<file path="src/rtl/onehot_serializer8.sv">
`default_nettype none
// ============================================================================
// Module   : onehot_serializer8
// Purpose  : Splits an 8-bit request word into one-hot beats, lowest bit first,
//            for the downstream 8x3 encoder. Optional macro:
//            SERIALIZER_ZERO_FLAG_EN (all-zero word emits one flagged beat).
// Revision : 1.0 - initial release
// ============================================================================
module onehot_serializer8 #(
    parameter int WIDTH = 8,
    parameter int IW    = 3
) (
    input  logic             clk,
    input  logic             rst_n,
    input  logic             in_valid,
    output logic             in_ready,
    input  logic [WIDTH-1:0] in_req,
    output logic             out_valid,
    input  logic             out_ready,
    output logic [WIDTH-1:0] out_onehot,
    output logic [IW-1:0]    out_idx,
    output logic             out_last,
`ifdef SERIALIZER_ZERO_FLAG_EN
    output logic             out_zero,
`endif
    output logic             busy
);

    typedef enum logic [0:0] {
        S_IDLE  = 1'b0,
        S_SERVE = 1'b1
    } state_t;

    state_t             r_state;
    state_t             w_state_nxt;
    logic [WIDTH-1:0]   r_pending;
    logic [WIDTH-1:0]   w_pending_nxt;
    logic [WIDTH-1:0]   w_lowbit;
    logic [IW-1:0]      w_idx;
    logic               w_single;
    logic               w_last;
    logic               w_in_ready;
    logic               w_enter_serve;

    // Two's-complement trick isolates the lowest set bit.
    assign w_lowbit = r_pending & (~r_pending + WIDTH'(1));
    assign w_single = (r_pending != '0) &&
                      ((r_pending & (r_pending - WIDTH'(1))) == '0);

`ifdef SERIALIZER_ZERO_FLAG_EN
    // An empty pending word in SERVE is the single flagged zero beat.
    assign w_last        = w_single || (r_pending == '0);
    assign w_enter_serve = 1'b1;
`else
    assign w_last        = w_single;
    assign w_enter_serve = (in_req != '0);
`endif

    always_comb begin
        w_idx = '0;
        for (int i = 0; i < WIDTH; i++) begin
            if (w_lowbit[i]) begin
                w_idx = IW'(i);
            end
        end
    end

    always_ff @(posedge clk or negedge rst_n) begin
        if (!rst_n) begin
            r_state   <= S_IDLE;
            r_pending <= '0;
        end else begin
            r_state   <= w_state_nxt;
            r_pending <= w_pending_nxt;
        end
    end

    always_comb begin
        w_state_nxt   = r_state;
        w_pending_nxt = r_pending;
        w_in_ready    = 1'b0;
        out_valid     = 1'b0;
        out_onehot    = '0;
        out_idx       = '0;
        out_last      = 1'b0;
        busy          = 1'b0;
`ifdef SERIALIZER_ZERO_FLAG_EN
        out_zero      = 1'b0;
`endif
        case (r_state)
            S_IDLE: begin
                w_in_ready = 1'b1;
            end
            S_SERVE: begin
                out_valid  = 1'b1;
                busy       = 1'b1;
                out_onehot = w_lowbit;
                out_idx    = w_idx;
                out_last   = w_last;
`ifdef SERIALIZER_ZERO_FLAG_EN
                out_zero   = (r_pending == '0);
`endif
                if (out_ready) begin
                    w_pending_nxt = r_pending & ~w_lowbit;
                    if (w_last) begin
                        w_state_nxt = S_IDLE;
                        // Last beat leaving frees the slot for a new word now.
                        w_in_ready  = 1'b1;
                    end
                end
            end
            default: begin
                w_state_nxt = S_IDLE;
            end
        endcase
        if (in_valid && w_in_ready) begin
            w_pending_nxt = in_req;
            w_state_nxt   = w_enter_serve ? S_SERVE : S_IDLE;
        end
    end

    assign in_ready = w_in_ready;

endmodule
`default_nettype wire
</file>
<file path="config.mk">
export PLATFORM = sky130hd
export DESIGN_NAME = onehot_serializer8
export DESIGN_NICKNAME = d
export VERILOG_FILES = /design/src/rtl/onehot_serializer8.sv
export SDC_FILE = /design/constraint.sdc
export NUM_CORES = 1
export LEC_CHECK = 0
export CORE_MARGIN = 5
export CORE_UTILIZATION = 43
export CTS_CLUSTER_DIAMETER = 100
export DETAILED_ROUTE_END_ITERATION = 8
export GPL_ROUTABILITY_DRIVEN = 1
export GPL_TIMING_DRIVEN = 0
export PLACE_DENSITY = 0.77
export SLEW_MARGIN = 5
export SYNTH_ARGS = -nofsm -noshare
export SYNTH_HDL_FRONTEND = slang
export SYNTH_SLANG_ARGS = --single-unit
</file>
<file path="constraint.sdc">
create_clock -name clk -period 2.6 [get_ports clk]
set_input_delay 0.78 -clock clk [delete_from_list [all_inputs] [get_ports clk]]
set_output_delay 0.78 -clock clk [all_outputs]
set_load 0.02 [all_outputs]
</file>
==> impl_metrics.py <==
metrics = {
    "pwr": {
        "p_int_uw": 985,
        "power.total_uw": 1830,
        "peakVddDrop_uv": 753,
        "pwr-share-comb_pct": 78.4,
        "p_per_area_nw_per_um2": 1570,
        "p_switching_uw": 847,
        "p_leak_uw": 0.000577,
        "clkPwrFrac_pct": 5.9,
        "sequentialPowerShare_pct": 15.7,
        "swShare_pct": 46.2,
    },
    "floorplan": {
        "die_w_um": 51.8,
        "die-area_um2": 2690,
        "ios": 27,
        "row_count": 15,
        "die_height_um": 51.8,
        "core_um2": 1690,
        "start_util_pct": 44.5,
    },
    "sta": {
        "hold_ws_ns": 0.674,
        "slew_headroom_pct": 69.4,
        "min_period_ns": 2.78,
        "maxSlewViolCount": 0,
        "fin_worst_skew_ns": 0.000275,
        "setup_viol": 5,
        "fmax_mhz": 359,
        "tightest_slew_ns": 0.458,
        "rsz0062_at_grt": "yes",
        "hold_viol_final": 0,
        "finalCritPeriodShare_pct": 107,
        "setup_ws_ns": -0.182,
    },
    "synthesis": {
        "ys_ff_latch": 9,
        "yosys.area.top_type": "dfrtp_1",
        "seq_area_frac_synth_pct": 30.0,
        "synth-compound-area-share_pct": 28.6,
        "avgSynthCellArea_um2": 8.74,
        "yosysWarnings": 0,
        "post-synth-top-count-cell": "nor2_1",
        "synth_fp_nets": 98,
        "netlist_instances": 86,
        "async_flop_share_pct": 100,
        "synth_area_leaders": "dfrtp_1, a21o_2, nor4_4",
        "synth-xor-area-share_pct": 0,
        "synthDistinctLibCells": 40,
        "synth_edf_count": 0,
        "synthAdderAreaFrac_pct": 1.33,
        "synth_top_family_by_area": "simple AND/OR/NAND/NOR gates",
        "ys.flop_type": "dfrtp_1",
        "synth.area.mux_share_pct": 0,
        "syn_area_um2": 752,
        "yosys.area_share.simple_pct": 33.8,
        "synthTopCellsByCount": "nor2_1, dfrtp_1, nand2_1",
        "synth_top_cell_area_share_pct": 30.0,
    },
    "cts": {
        "htreeDepth": 1,
        "numCtsBuffers": 3,
        "clk-insertion-delay-late_ns": 0.26,
        "clkTransAtPathRegs_ns": 0.06,
        "cts_tree": "built",
        "clock_path_buffers": 2,
        "cts-root-buf": "clkbuf_4",
        "clock-sinks": 9,
        "hold_buffers": 0,
    },
    "cells_and_area": {
        "layout.area.seq_um2": 226,
        "nets": 140,
        "fillers": 141,
        "antenna_cells": 0,
        "multi_input_area_um2": 499,
        "area_delta_synth_final_pct": 55.6,
        "final_util_pct": 69.3,
        "drive_above_1_share_pct": 37.8,
    },
    "outcome": {
        "violations": "setup timing",
        "status": "finished, violations left",
    },
    "detailed_routing": {
        "drc": 0,
        "drt_iter0_drc": 7,
        "ant_nets": 0,
        "wirelength_um": 2310,
        "dr.pass1.iters": 4,
        "viasPerCell": 5.78,
        "avgRoutedWirePerCell_um": 16.0,
        "vias": 832,
    },
    "global_route": {
        "grt_pass1_wl_um": 3640,
        "grt_max_degree": 11,
        "grt.total_usage_pct": 18.1,
        "antenna_found_initial": 0,
        "grt_pass1_vias": 821,
        "overflow": 0,
    },
    "critical_path": {
        "endpoint_kind": "primary output",
        "critical_path.max_stage_delay_ns": 0.37,
        "path_max_fanout": 8,
        "crit_path_top_delay_cell": "dfrtp_1",
        "crit_chain": "buf_4, maj3_1, nor3_1, o22a_2, nand3_2, nand2_1, buf_4",
        "cpMostUsedCell": "buf_4",
        "setup.worst_path.start_class": "register",
        "cp_data_required_time_ns": 1.82,
        "worstPathArrival_ns": 2.00,
        "worst-setup-path-type": "register to primary output",
        "r2r_slack_ns": 0.53,
    },
    "place": {
        "port_buffers": 26,
        "dp_hpwl_um": 1670,
        "routabilityCongestion": 0.806,
    },
    "job": {
        "maxCapViolCount": 0,
    },
    "min_path": {
        "holdCritPathClass": "register to register",
    },
}
## worst paths after layout
path / startpoint / cells past startpoint / endpoint
max: r_pending[3] / 7 / in_ready
max in group asynchronous: rst_n / 1 / r_pending[4]
min in group asynchronous: rst_n / 1 / r_pending[5]
min reg2reg: r_pending[1] / 3 / r_pending[2]
min: r_pending[1] / 3 / r_pending[2]
max reg2reg: r_pending[0] / 8 / r_pending[4]
## worst max-delay path: cells and delay by family, from the launching register on
kind / cells / cell delay (ns)
AND/OR/NAND/NOR: 3 / 0.46
flip-flops: 1 / 0.37
AO/OA/AOI/OAI: 1 / 0.23
buffers and inverters: 2 / 0.31
adder cells (fa/ha/maj): 1 / 0.36
## stage by stage
step	setup TNS [ns]	cells	cell area, um^2	setup WS [ns]
finish	-0.541	144	1170	-0.182
global route	-0.914	144	1170	-0.247
CTS	-0.516	138	1090	-0.172
detailed placement	-1.51	129	1030	-0.517
global placement	-1.24	129	1030	-0.443
floorplan	0	86	752	0.158
## power by group through the flow
| stage | clock [uW] | combinational [uW] | sequential, uW |
|---|---|---|---|
| final | 108 | 1440 | 287 |
| after global routing | 120 | 1540 | 290 |
| after CTS | 111 | 1270 | 280 |
| after detailed placement | 0 | 1230 | 280 |
| after global placement | 0 | 1200 | 275 |
| after floorplan | 0 | 795 | 268 |
## placed cells by master (no fill, tap or decap), drive strengths merged, types with 2 or more instances in the layout
cell           synthesis  layout
dfrtp                  9       9
nand2                  9       9
and3                   5       5
clkdlybuf4s50          0      14
nor4                   4       4
a21oi                  2       2
dlygate4sd2            0       4
o21ai                  6       6
buf                    4      22
a21boi                 2       2
and4                   2       2
a22o                   2       2
nor3                   2       2
a21o                   6       6
nor2                  10      10
inv                    2       2
clkbuf                 2       4
## logic make-up after synthesis
family / Yosys count
and+or+nand+nor: 41
AOI/OAI and AO/OA: 27
buffers and inverters: 8
DFF: 9
adders and majority gates: 1
## sequential cells by signal, indices dropped and copies added (netlist names)
signal / flops
r_pending: 8
r_state: 1
## final cells by class
class / count / share of cell area [%]
Multi-Input combinational cell: 69 / 42.7
Timing Repair Buffer: 37 / 28.9
Sequential cell: 9 / 19.4
Buffer: 6 / 4.28
Clock buffer: 3 / 1.93
Tap cell: 17 / 1.82
Inverter: 2 / 0.642
Clock inverter: 1 / 0.428
## routing by layer
| layer | up-vias | share of wire (%) | GRT usage (%) |
|---|---|---|---|
| li1 | 405 | - | - |
| met1 | 395 | 42 | 20.9 |
| met2 | 26 | 51 | 32.6 |
| met3 | 6 | 4.3 | 2.01 |
| met4 | 0 | 2.1 | 8.30 |
| met5 | - | 0 | 0 |
## what timing repair did
item                                    CTS  global route
gates resized for setup                  42            14
endpoints found under the setup margin   12             7
buffers inserted                          5             6
pin swaps                                 6             5
Power figures use the tool's default switching activity.
